===== config.mk =====
export PLATFORM = sky130hd
export DESIGN_NAME = auv_csr_file
export DESIGN_NICKNAME = d
export VERILOG_FILES = /design/src/rtl/auv_csr_pkg.sv /design/src/rtl/auv_csr_counter64.sv /design/src/rtl/auv_csr_file.sv
export SDC_FILE = /design/constraint.sdc
export NUM_CORES = 1
export LEC_CHECK = 0
export CORE_UTILIZATION = 50
export CTS_BUF_LIST = sky130_fd_sc_hd__clkbuf_4
export DETAILED_ROUTE_END_ITERATION = 10
export PLACE_DENSITY = 0.74
export SYNTH_ARGS = -nofsm -noshare
export SYNTH_HDL_FRONTEND = slang
export SYNTH_SLANG_ARGS = --single-unit

===== constraint.sdc =====
create_clock -name clk -period 30.1 [get_ports clk]
set_input_delay 6.02 -clock clk [delete_from_list [all_inputs] [get_ports clk]]
set_output_delay 6.02 -clock clk [all_outputs]
set_load 0.05 [all_outputs]

===== src/rtl/auv_csr_pkg.sv =====
// auv_csr_pkg
//   Shared constants for the machine-mode CSR responder: 12-bit CSR
//   addresses, mstatus bit positions, interrupt bit positions (common to
//   mie and mip) and the writable-bit mask of mie.
package auv_csr_pkg;

  localparam logic [11:0] CSR_MVENDORID = 12'hF11;
  localparam logic [11:0] CSR_MARCHID   = 12'hF12;
  localparam logic [11:0] CSR_MIMPID    = 12'hF13;
  localparam logic [11:0] CSR_MHARTID   = 12'hF14;
  localparam logic [11:0] CSR_MSTATUS   = 12'h300;
  localparam logic [11:0] CSR_MISA      = 12'h301;
  localparam logic [11:0] CSR_MIE       = 12'h304;
  localparam logic [11:0] CSR_MTVEC     = 12'h305;
  localparam logic [11:0] CSR_MSCRATCH  = 12'h340;
  localparam logic [11:0] CSR_MEPC      = 12'h341;
  localparam logic [11:0] CSR_MCAUSE    = 12'h342;
  localparam logic [11:0] CSR_MTVAL     = 12'h343;
  localparam logic [11:0] CSR_MIP       = 12'h344;
  localparam logic [11:0] CSR_MCYCLE    = 12'hB00;
  localparam logic [11:0] CSR_MINSTRET  = 12'hB02;
  localparam logic [11:0] CSR_MCYCLEH   = 12'hB80;
  localparam logic [11:0] CSR_MINSTRETH = 12'hB82;

  localparam int unsigned MSTATUS_MIE  = 3;
  localparam int unsigned MSTATUS_MPIE = 7;

  localparam int unsigned IRQ_SW    = 3;
  localparam int unsigned IRQ_TIMER = 7;
  localparam int unsigned IRQ_EXT   = 11;

  localparam logic [31:0] MIE_WMASK  = 32'h0000_0888;
  localparam logic [31:0] ALIGN_MASK = 32'hFFFF_FFFC;

endpackage


===== src/rtl/auv_csr_counter64.sv =====
// auv_csr_counter64
//   64-bit wrapping counter readable and writable as two 32-bit halves.
//   A write to either half replaces that half and suppresses the increment
//   for that cycle; the low-to-high carry is taken on the same edge.
// Ports:
//   clk, rst        clock, asynchronous active-high reset
//   inc             count enable for this cycle
//   wr_lo, wr_hi    replace low / high half with wdata
//   wdata           write data
//   lo, hi          current counter halves
module auv_csr_counter64 (
  input  logic        clk,
  input  logic        rst,
  input  logic        inc,
  input  logic        wr_lo,
  input  logic        wr_hi,
  input  logic [31:0] wdata,
  output logic [31:0] lo,
  output logic [31:0] hi
);

  logic [63:0] cnt_q, cnt_d;

  always_comb begin
    cnt_d = cnt_q;
    if (wr_lo) begin
      cnt_d[31:0] = wdata;
    end else if (wr_hi) begin
      cnt_d[63:32] = wdata;
    end else if (inc) begin
      cnt_d = cnt_q + 64'd1;
    end
  end

  always_ff @(posedge clk or posedge rst) begin
    if (rst) cnt_q <= '0;
    else     cnt_q <= cnt_d;
  end

  assign lo = cnt_q[31:0];
  assign hi = cnt_q[63:32];

endmodule


===== src/rtl/auv_csr_file.sv =====
// auv_csr_file
//   Machine-mode CSR file of a single-hart RV32 core, answering the CSR
//   space bus as responder. Illegal accesses (unmapped address, or a write
//   into read-only space) are reported by withholding cbus_ack.
// Ports:
//   clk, rst                 clock, asynchronous active-high reset
//   cbus_adr/_dat_wr         request address and (pre-merged) write data
//   cbus_rd/_wr              one-cycle read / write request
//   cbus_dat_rd, cbus_ack    registered read data and one-cycle ack
//   trap_en/_cause/_pc/_val  trap entry event and its CSR payload
//   mret, instret_inc        mret retire and instruction-retired pulses
//   irq_ext/_timer/_sw       level interrupt lines (form mip)
//   mtvec_o, mepc_o          current trap vector / exception PC
//   irq_pending              mstatus.MIE & |(mie & mip)
module auv_csr_file
  import auv_csr_pkg::*;
#(
  parameter logic [31:0] MISA_VAL  = 32'h4000_0100,
  parameter logic [31:0] HART_ID   = 32'h0000_0000,
  parameter logic [31:0] MTVEC_RST = 32'h0000_0000
) (
  input  logic        clk,
  input  logic        rst,
  input  logic [11:0] cbus_adr,
  input  logic [31:0] cbus_dat_wr,
  output logic [31:0] cbus_dat_rd,
  input  logic        cbus_rd,
  input  logic        cbus_wr,
  output logic        cbus_ack,
  input  logic        trap_en,
  input  logic [31:0] trap_cause,
  input  logic [31:0] trap_pc,
  input  logic [31:0] trap_val,
  input  logic        mret,
  input  logic        instret_inc,
  input  logic        irq_ext,
  input  logic        irq_timer,
  input  logic        irq_sw,
  output logic [31:0] mtvec_o,
  output logic [31:0] mepc_o,
  output logic        irq_pending
);

  logic        ack_q, ack_d;
  logic [31:0] dat_rd_q, dat_rd_d;
  logic        mstatus_mie_q, mstatus_mie_d;
  logic        mstatus_mpie_q, mstatus_mpie_d;
  logic [31:0] mie_q, mie_d;
  logic [31:0] mtvec_q, mtvec_d;
  logic [31:0] mscratch_q, mscratch_d;
  logic [31:0] mepc_q, mepc_d;
  logic [31:0] mcause_q, mcause_d;
  logic [31:0] mtval_q, mtval_d;

  logic [31:0] mip;
  logic [31:0] mstatus_rd;
  logic [31:0] rd_val;
  logic        addr_hit;
  logic        wr_legal, rd_legal;
  logic [31:0] cyc_lo, cyc_hi, ins_lo, ins_hi;

  always_comb begin
    mip            = '0;
    mip[IRQ_SW]    = irq_sw;
    mip[IRQ_TIMER] = irq_timer;
    mip[IRQ_EXT]   = irq_ext;
  end

  // MPP is hardwired to machine mode on this single-privilege core.
  always_comb begin
    mstatus_rd               = '0;
    mstatus_rd[12:11]        = 2'b11;
    mstatus_rd[MSTATUS_MIE]  = mstatus_mie_q;
    mstatus_rd[MSTATUS_MPIE] = mstatus_mpie_q;
  end

  always_comb begin
    addr_hit = 1'b1;
    rd_val   = '0;
    case (cbus_adr)
      CSR_MVENDORID, CSR_MARCHID, CSR_MIMPID: rd_val = '0;
      CSR_MHARTID:   rd_val = HART_ID;
      CSR_MSTATUS:   rd_val = mstatus_rd;
      CSR_MISA:      rd_val = MISA_VAL;
      CSR_MIE:       rd_val = mie_q;
      CSR_MTVEC:     rd_val = mtvec_q;
      CSR_MSCRATCH:  rd_val = mscratch_q;
      CSR_MEPC:      rd_val = mepc_q;
      CSR_MCAUSE:    rd_val = mcause_q;
      CSR_MTVAL:     rd_val = mtval_q;
      CSR_MIP:       rd_val = mip;
      CSR_MCYCLE:    rd_val = cyc_lo;
      CSR_MCYCLEH:   rd_val = cyc_hi;
      CSR_MINSTRET:  rd_val = ins_lo;
      CSR_MINSTRETH: rd_val = ins_hi;
      default:       addr_hit = 1'b0;
    endcase
  end

  // A write wins over a simultaneous read; the read is dropped entirely.
  assign wr_legal = cbus_wr & addr_hit & (cbus_adr[11:10] != 2'b11);
  assign rd_legal = cbus_rd & ~cbus_wr & addr_hit;

  // Read data is held across writes and illegal reads: the initiator builds
  // set/clear write data from the last value it read.
  assign ack_d    = wr_legal | rd_legal;
  assign dat_rd_d = rd_legal ? rd_val : dat_rd_q;

  always_comb begin
    mstatus_mie_d  = mstatus_mie_q;
    mstatus_mpie_d = mstatus_mpie_q;
    mie_d          = mie_q;
    mtvec_d        = mtvec_q;
    mscratch_d     = mscratch_q;
    mepc_d         = mepc_q;
    mcause_d       = mcause_q;
    mtval_d        = mtval_q;

    if (wr_legal) begin
      case (cbus_adr)
        CSR_MSTATUS: begin
          mstatus_mie_d  = cbus_dat_wr[MSTATUS_MIE];
          mstatus_mpie_d = cbus_dat_wr[MSTATUS_MPIE];
        end
        CSR_MIE:      mie_d      = cbus_dat_wr & MIE_WMASK;
        CSR_MTVEC:    mtvec_d    = cbus_dat_wr & ALIGN_MASK;
        CSR_MSCRATCH: mscratch_d = cbus_dat_wr;
        CSR_MEPC:     mepc_d     = cbus_dat_wr & ALIGN_MASK;
        CSR_MCAUSE:   mcause_d   = cbus_dat_wr;
        CSR_MTVAL:    mtval_d    = cbus_dat_wr;
        default: ;
      endcase
    end

    // Pipeline events override any same-cycle bus write (which is still acked).
    if (trap_en) begin
      mepc_d         = trap_pc & ALIGN_MASK;
      mcause_d       = trap_cause;
      mtval_d        = trap_val;
      mstatus_mpie_d = mstatus_mie_q;
      mstatus_mie_d  = 1'b0;
    end else if (mret) begin
      mstatus_mie_d  = mstatus_mpie_q;
      mstatus_mpie_d = 1'b1;
    end
  end

  always_ff @(posedge clk or posedge rst) begin
    if (rst) begin
      ack_q          <= 1'b0;
      dat_rd_q       <= '0;
      mstatus_mie_q  <= 1'b0;
      mstatus_mpie_q <= 1'b0;
      mie_q          <= '0;
      mtvec_q        <= MTVEC_RST & ALIGN_MASK;
      mscratch_q     <= '0;
      mepc_q         <= '0;
      mcause_q       <= '0;
      mtval_q        <= '0;
    end else begin
      ack_q          <= ack_d;
      dat_rd_q       <= dat_rd_d;
      mstatus_mie_q  <= mstatus_mie_d;
      mstatus_mpie_q <= mstatus_mpie_d;
      mie_q          <= mie_d;
      mtvec_q        <= mtvec_d;
      mscratch_q     <= mscratch_d;
      mepc_q         <= mepc_d;
      mcause_q       <= mcause_d;
      mtval_q        <= mtval_d;
    end
  end

  auv_csr_counter64 u_cycle (
    .clk   (clk),
    .rst   (rst),
    .inc   (1'b1),
    .wr_lo (wr_legal & (cbus_adr == CSR_MCYCLE)),
    .wr_hi (wr_legal & (cbus_adr == CSR_MCYCLEH)),
    .wdata (cbus_dat_wr),
    .lo    (cyc_lo),
    .hi    (cyc_hi)
  );

  auv_csr_counter64 u_instret (
    .clk   (clk),
    .rst   (rst),
    .inc   (instret_inc),
    .wr_lo (wr_legal & (cbus_adr == CSR_MINSTRET)),
    .wr_hi (wr_legal & (cbus_adr == CSR_MINSTRETH)),
    .wdata (cbus_dat_wr),
    .lo    (ins_lo),
    .hi    (ins_hi)
  );

  assign cbus_ack    = ack_q;
  assign cbus_dat_rd = dat_rd_q;
  assign mtvec_o     = mtvec_q;
  assign mepc_o      = mepc_q;
  assign irq_pending = mstatus_mie_q & |(mie_q & mip);

endmodule


After elaboration in Yosys (flattened, before gate mapping)

Index checks and enable logic that the tools add are counted.

Memories: 0
Output and inout port bits: 98
Register bits after elaboration: 324
Latch bits: 0
Input bits: 150
Memory bits (read-only): 0
Word-level logic and storage cells: 94
Memory bits (writable): 0

Shift-type cells: 0
Add/subtract/negate cells: 2
Multiplexer cells: 26
Eq/ne operators: 20
Divide/modulo/power cells: 0
Reductions and logical operators: 19
Order comparisons: 0
Bitwise operators: 13
$mul: 0

Operator list:

| operator                                                                 | number |
|---|---|
| 32-bit two-way mux                                                       | 15 |
| 32-bit case mux with 13 select lines                                     | 1 |
| 64-bit by 1-bit adder with 64-bit output (second input constant)         | 2 |
| 12-bit by 10-bit equality test with 1-bit output (second input constant) | 9 |
| 12-bit equality test (second input constant)                             | 8 |
| 64-bit two-way mux                                                       | 1 |
| 32-bit OR reduction                                                      | 1 |
| 2-bit AND reduction                                                      | 9 |
| 17-bit OR reduction                                                      | 1 |
| 12-bit AND                                                               | 1 |
| 2-bit nonzero test                                                       | 6 |
| 1-bit AND                                                                | 9 |
| 1-bit two-way mux                                                        | 9 |
| 3-bit nonzero test                                                       | 2 |
| 2-bit by 1-bit inequality test with 1-bit output (second input constant) | 2 |
| 2-bit inequality test (second input constant)                            | 1 |
| 1-bit NOT                                                                | 2 |
| 1-bit bitwise OR                                                         | 1 |

Logic depth before layout (Yosys ltp)

Gate-level depths: netlist of run 1.

Word-level depth: 8
Gate-level depth with buffers: 10
Gate-level depth less buffers: 7

Cells and area by module

A second synthesis of run 1 with hierarchy kept.

Cells, all modules: 2,009
Area total of the unflattened synthesis: 19,398.6 sq um

Modules (own cells, without submodules):

| module                         | sequential area each (sq um) | instances | cells an instance | area an instance (sq um) |
|---|---|---|---|---|
| auv_csr_file                   | 4,854.7                      | 1         | 953               | 10,809.1 |
| auv_csr_counter64 at u_cycle   | 1,601.5                      | 1         | 541               | 4,319.1 |
| auv_csr_counter64 at u_instret | 1,601.5                      | 1         | 515               | 4,270.3 |

Worst setup path before layout of run 1

OpenSTA, ideal clock, no wires.

Path type: input-to-output
Start: in irq_ext
End: out irq_pending
Buffers on the path: 0
Data arrival time: 6.799 ns
Required time: 24.080 ns
Path slack: 17.281 ns
Cell stages on the path: 2
Cells stage by stage: a222oi_1 > nor2b_1

Cells in the longest elaborated chain, start to end: 3

RTL lines:

| what                | line                | text |
|---|---|---|
| start, declared     | auv_csr_file.sv:36  | `input logic irq_ext,` |
| 12-bit AND          | auv_csr_file.sv:200 | `assign irq_pending = mstatus_mie_q & \|(mie_q & mip);` |
| 32-bit OR reduction | auv_csr_file.sv:200 |  |
| 1-bit AND           | auv_csr_file.sv:200 |  |
| end, declared       | auv_csr_file.sv:41  | `output logic irq_pending` |

Every way passes these cells.

Worst setup path in the final report of run 1

Start: in irq_timer
End: out irq_pending

Cells in the longest elaborated chain, start to end: 3

RTL lines:

| what                | line                | text |
|---|---|---|
| start, declared     | auv_csr_file.sv:37  | `input logic irq_timer,` |
| 12-bit AND          | auv_csr_file.sv:200 |  |
| 32-bit OR reduction | auv_csr_file.sv:200 |  |
| 1-bit AND           | auv_csr_file.sv:200 |  |

Every way passes these cells.

==> qor.yml, run 1 <==
synthCells: 2009
cts_resized: 0
worst_slew_pin_slew_ps: 1140
status: "finished, final reports clean"
path_max_fanout: 2
netlist.area_leader.share_pct: 43.2
gr-usage-met1_pct: 52.9
rr_startpoint: "u_cycle.cnt_q[12]"
power_uw: 1020
holdWs_ps: 495
final_cells: 2731
r2r-end: "u_cycle.cnt_q[63]"
dp_slack_ps: 16410
clock_sinks: 322
min_path_type: "flop to flop"
reg2reg_depth: 6
powerDensity_mw_per_mm2: 45.6
rsz0062_at_grt: "false"
grt_max_degree: 110
drive_gt1_share_pct: 12.0
io_pins: 248
yosys_warnings: 0
dp.cells: 2577
ys_types: 87
wl_mm: 74.9
cts_setup_buffers: 0
leakage_uw: 0.00928
max_cap_violations: 0
cp-startpoint: "irq_timer"
die_h_um: 195
clock.fmax_mhz: 72.9
ir_drop_v: 0.0000343
drcViolationCount: 0
clk_pin_slew_ps: 60
setup.worst_path.class: "input pin to primary output"
hold_buffers: 0
dp_hpwl_mm: 53.0
cts_tree: "done"
cts_max_level: 3
viasPerCell: 6.74
grtUsageMet2_pct: 59.4
grt.met3_usage_pct: 10.5
netlist_top_cells_area: "dfrtp_1 43%, mux2i_1 6.6%, nand2_1 4.8%"
crit_path_start_kind: "input pin"
seq_area_frac_synth_pct: 43.2
cts_made_buffers: 89
synthArstFlopShare_pct: 100
drtIter0Drc: 2130
die_x_um: 195
ant_nets: 0
dieArea_mm2: 0.0381
core-area_mm2: 0.0367
syn_area_per_cell_um2: 9.29
grt_overflow: 0
final_common_cell: "dfrtp_1"
clockBufferDepth: 3
final_cell_mix: "322 x dfrtp_1, 239 x clkdlybuf4s50_1, 236 x nand2_1"
period_share_pct: 45.6
top_usage_layer: "met2"
cp.required_ps: 24080
row_count: 70
via_count: 18400
worst-endpoint-arrival_ps: 7700
grt_pass1_vias: 17900
insertion_delay_ps: 860
area_growth_pct: 19.7
setup_tns_ps: 0
slew_violations: 0
slew_headroom_pct: 23.8
globalplace.congestion: 1.00
yosysTopAreaCell: "dfrtp_1"
start_util_pct: 50.8
setup-violations-final: 0
period_minus_slack_ps: 13720
netlist_area_mm2: 0.0187
synth_flop_cell: "dfrtp_1"
antenna_found_initial: 4
synth-seq-cells: 322
synth_edf_count: 0
port_buffers: 241
grt_pass1_wl_mm: 113
setup_ws_ps: 16380
hold_viol: 0
fin_skew_ps: 80.4
crit_path_end: "irq_pending"
drt_pre_antenna_iters: 6
root_buffer: "clkbuf_4"
final_nets: 2352
r2r_setup_slack_ps: 27030
grt.total_usage_pct: 39.5
cp-end-kind: "primary output"
wl_per_cell_um: 27.4
-- Yosys cell counts, drive strengths merged, types with 4 or more instances --
cell     number
mux2i       123
nand2b        7
buf          61
nor3         47
a22o         38
o311ai       14
o21a          6
o21ai       200
a32oi         7
a22oi        43
o22ai        17
o2bb2ai      25
a221oi       22
a2111oi       4
and3         28
or4           4
and2         14
nor4         33
o211ai       10
xor2         39
inv          13
a221o        13
mux2         77
a211oi        4
dfrtp       322
and4         14
clkbuf      120
a41oi         5
nor4b         5
a31oi        13
nand3        86
xnor2        23
nand2       237
nor2        112
a2bb2oi       5
a222oi       16
nand4        65
a21boi        4
or3           7
nor2b         4
a21oi        76
-- layout make-up --
cell class | instances | area (um^2)
Fill cell | 3208 | 14400
Antenna cell | 1 | 2.50
Clock inverter | 18 | 87.6
Tap cell | 468 | 586
Timing Repair Buffer | 278 | 2680
Sequential cell | 322 | 8060
Inverter | 13 | 56.3
Clock buffer | 135 | 1010
Multi-Input combinational cell | 1496 | 9840
-- power by group --
part | switching, uW | internal, uW | total [uW]
Combinational | 82.9 | 52.7 | 136
Sequential | 27.7 | 456 | 483
Clock | 196 | 204 | 400
-- sequential cells by signal, indices dropped and copies added (netlist names) --
register and flops:
mstatus_mie_q 1, mie_q 3, mtvec_o 30, mscratch_q 32
mepc_o 30, u_cycle.cnt_q 64, mcause_q 32, mstatus_mpie_q 1
mtval_q 32, cbus_dat_rd 32, cbus_ack 1, u_instret.cnt_q 64
-- layer usage --
metal	part of all wire, %	routed length [um]
met1	40	29800
met2	44	33100
met3	11	8480
met4	4.7	3550
met5	0	0
-- logic make-up after synthesis --
logic type	after synthesis	share of synthesized area, %
buffers and inverters	194	4.43
muxes	202	11.5
xor gates and xnor gates	62	2.91
AOI/OAI and AO/OA	545	19.4
DFF	322	43.2
adders and majority gates	2	0.134
and+or+nand+nor	681	18.4
other	1	0.0201
-- critical path: stages --
cell and delay, ps:
clkdlybuf4s50_1 530, a222oi_1 110, nor2b_1 200, clkdlybuf4s50_1 840
-- through the flow --
| step | instance area (um^2) | util (%) |
|---|---|---|
| after floorplan | 18700 | - |
| after global placement | 21200 | 57.8 |
| after detailed placement | 21200 | 57.8 |
| after CTS | 22300 | 60.8 |
| after global routing | 22300 | 60.8 |
| final | 22300 | 60.8 |
-- worst min-delay path by stage --
stage                                from         endpoint  slack [ps]  cells after the start
final                     cbus_dat_rd[25]  cbus_dat_rd[25]         500                      1
after detailed placement   cbus_dat_rd[1]   cbus_dat_rd[1]         470                      1
after floorplan            mscratch_q[30]   mscratch_q[30]         470                      1
after global placement    cbus_dat_rd[15]  cbus_dat_rd[15]         470                      1
after CTS                  cbus_dat_rd[8]   cbus_dat_rd[8]         490                      1
after global routing       cbus_dat_rd[8]   cbus_dat_rd[8]         500                      1
Power figures use the tool's default switching activity.
==> run 2, diff against run 1 <==
- clock period: 30.1 -> 14.18 ns (I/O delays scaled with it)
==> qor.yml, run 2 (same netlist as run 1, synthesis figures left out) <==
drtIter0Drc: 2305  # was 2130
placed_area_mm2: 0.0212  # about the same
drive_gt1_share_pct: 12.3  # was 12.0%
power_uw: 2200  # was 1020 uW
core-area_mm2: 0.0367  # unchanged
cts_setup_buffers: 0  # unchanged
cts_resized: 0  # unchanged
status: "finished, final reports clean"  # unchanged
leakage_uw: 0.00934  # was 0.00928 uW
rsz0062_at_grt: "false"  # unchanged
area_growth_pct: 20.2  # was 19.7%
row_count: 70  # unchanged
globalplace.congestion: 1.02  # was 1.00
slew_headroom_pct: 11.9  # was 23.8%
die_x_um: 195  # unchanged
crit_path_start_kind: "input pin"  # unchanged
cpMostUsedCell: "clkdlybuf4s50_1"  # unchanged
cts_made_buffers: 91  # was 89
dp.cells: 2580  # was 2577
fill_cells: 3156  # was 3208
drcViolationCount: 0  # unchanged
root_buffer: "clkbuf_4"  # unchanged
port_buffers: 241  # unchanged
grt_max_degree: 123  # was 110
multi_input_area_mm2: 0.00984  # about the same
grt_pass1_vias: 17600  # was 17.9k
clockBufferDepth: 3  # unchanged
final_nets: 2357  # was 2352
io_pins: 248  # unchanged
worst_slew_pin_slew_ps: 1320  # was 1140 ps
dieArea_mm2: 0.0381  # unchanged
clock_sinks: 322  # unchanged
setup.worst_path.class: "input pin to primary output"  # unchanged
powerDensity_mw_per_mm2: 98.1  # was 45.6 mW/mm^2
cts_tree: "done"  # unchanged
dp_hpwl_mm: 52.6  # was 53.0 mm
final_common_cell: "dfrtp_1"  # unchanged
drt_pre_antenna_iters: 8  # was 6
setup_tns_ps: 0  # unchanged
cpPeakStageDelay_ps: 860  # was 840 ps
worst-endpoint-arrival_ps: 4590  # was 7700 ps
via_count: 18200  # was 18.4k
final_cell_mix: "322 x dfrtp_1, 239 x clkdlybuf4s50_1, 236 x nand2_1"  # unchanged
largestRegisters: "u_cycle.cnt_q x64, u_instret.cnt_q x64"  # unchanged
cts_max_level: 3  # unchanged
seq_area_mm2: 0.00806  # unchanged
max_cap_violations: 0  # unchanged
crit_chain: "clkdlybuf4s50_1 > a222oi_1 > nor2b_1 > clkdlybuf4s50_1"  # unchanged
slew_violations: 0  # unchanged
setup_ws_ps: 6750  # was 16380 ps
die_h_um: 195  # unchanged
setup-violations-final: 0  # unchanged
clk_pin_slew_ps: 60  # about the same
start_util_pct: 50.8  # unchanged
grt_pass1_wl_mm: 111  # was 113 mm
dp_slack_ps: 6850  # was 16410 ps
cp_slowest_cell: "clkdlybuf4s50_1"  # unchanged
cp-end-kind: "primary output"  # unchanged
path_max_fanout: 2  # unchanged
wl_mm: 74.6  # was 74.9 mm
hold_viol: 0  # unchanged
fin_skew_ps: 58.2  # was 80.4 ps
ir_drop_v: 0.0000633  # was 0.0000343 V
clock.fmax_mhz: 135
min_path_type: "flop to flop"  # unchanged
final_area_mm2: 0.0224  # was 0.0223 mm^2
grt_overflow: 0  # unchanged
final_cells: 2745  # was 2731
cp.required_ps: 11340  # was 24080 ps
viasPerCell: 6.63  # was 6.74
hold_buffers: 0  # unchanged
wl_per_cell_um: 27.2  # was 27.4 um
ant_nets: 0  # unchanged
period_share_pct: 52.4
antenna_found_initial: 3  # was 4
period_minus_slack_ps: 7430
insertion_delay_ps: 870  # was 860 ps
grt.total_usage_pct: 39.0  # was 39.5%
## run 2: cell count changes in the layout (fill, tap and decap cells not counted), sizes merged
cell      before  now
buf           39   42
inv           14   18
clkinv        17   16
diode          1    3
clkbuf       135  140
clkinvlp       0    1
## run 2: per-stage QoR
stage | hold slack, ps | utilization [%]
2_1_floorplan | 475 | -
3_3_place_gp | 475 | 57.9
3_5_place_dp | 474 | 57.9
4_1_cts | 495 | 61.1
5_1_grt | 503 | 61.1
6_report | 492 | 61.1
## run 2: metal layers
layer	share of wire, %	wire [um]	vias to the layer above	GRT usage (%)
li1	-	-	7957	-
met1	39	29200	8794	51.7
met2	44	32500	1209	58.1
met3	12	9050	226	11.2
met4	5.1	3790	2	20.0
met5	0.013	10	-	0
## run 2: path summary, 6_finish.rpt
check | from | to | slack [ps] | depth (start not counted)
worst max-delay path | irq_timer | irq_pending | 6750 | 4
worst min-delay path | cbus_dat_rd[1] | cbus_dat_rd[1] | 490 | 1
min in group asynchronous | rst | mtval_q[4] | 2570 | 2
worst max register to register | u_instret.cnt_q[0] | u_instret.cnt_q[50] | 11320 | 7
worst min register to register | cbus_dat_rd[1] | cbus_dat_rd[1] | 490 | 1
max in group asynchronous | rst | mtvec_o[21] | 10010 | 3
## run 2: report_power, final
group / internal, uW / switching [uW]
Clock: 451 / 434
Combinational: 112 / 171
Sequential: 967 / 62.6
Total: 1530 / 668
## run 2: cell type report
| type | instances | area share (%) |
|---|---|---|
| Sequential cell | 322 | 35.9 |
| Clock inverter | 22 | 0.502 |
| Antenna cell | 3 | 0.0335 |
| Inverter | 13 | 0.251 |
| Multi-Input combinational cell | 1496 | 43.9 |
| Clock buffer | 140 | 4.69 |
| Timing Repair Buffer | 281 | 12.1 |
| Tap cell | 468 | 2.61 |
## run 2: critical path: cells and delay by family
| family | cells | cell delay [ps] |
|---|---|---|
| and+or+nand+nor | 1 | 230 |
| buffers and inverters | 2 | 1410 |
| AOI/OAI and AO/OA | 1 | 120 |
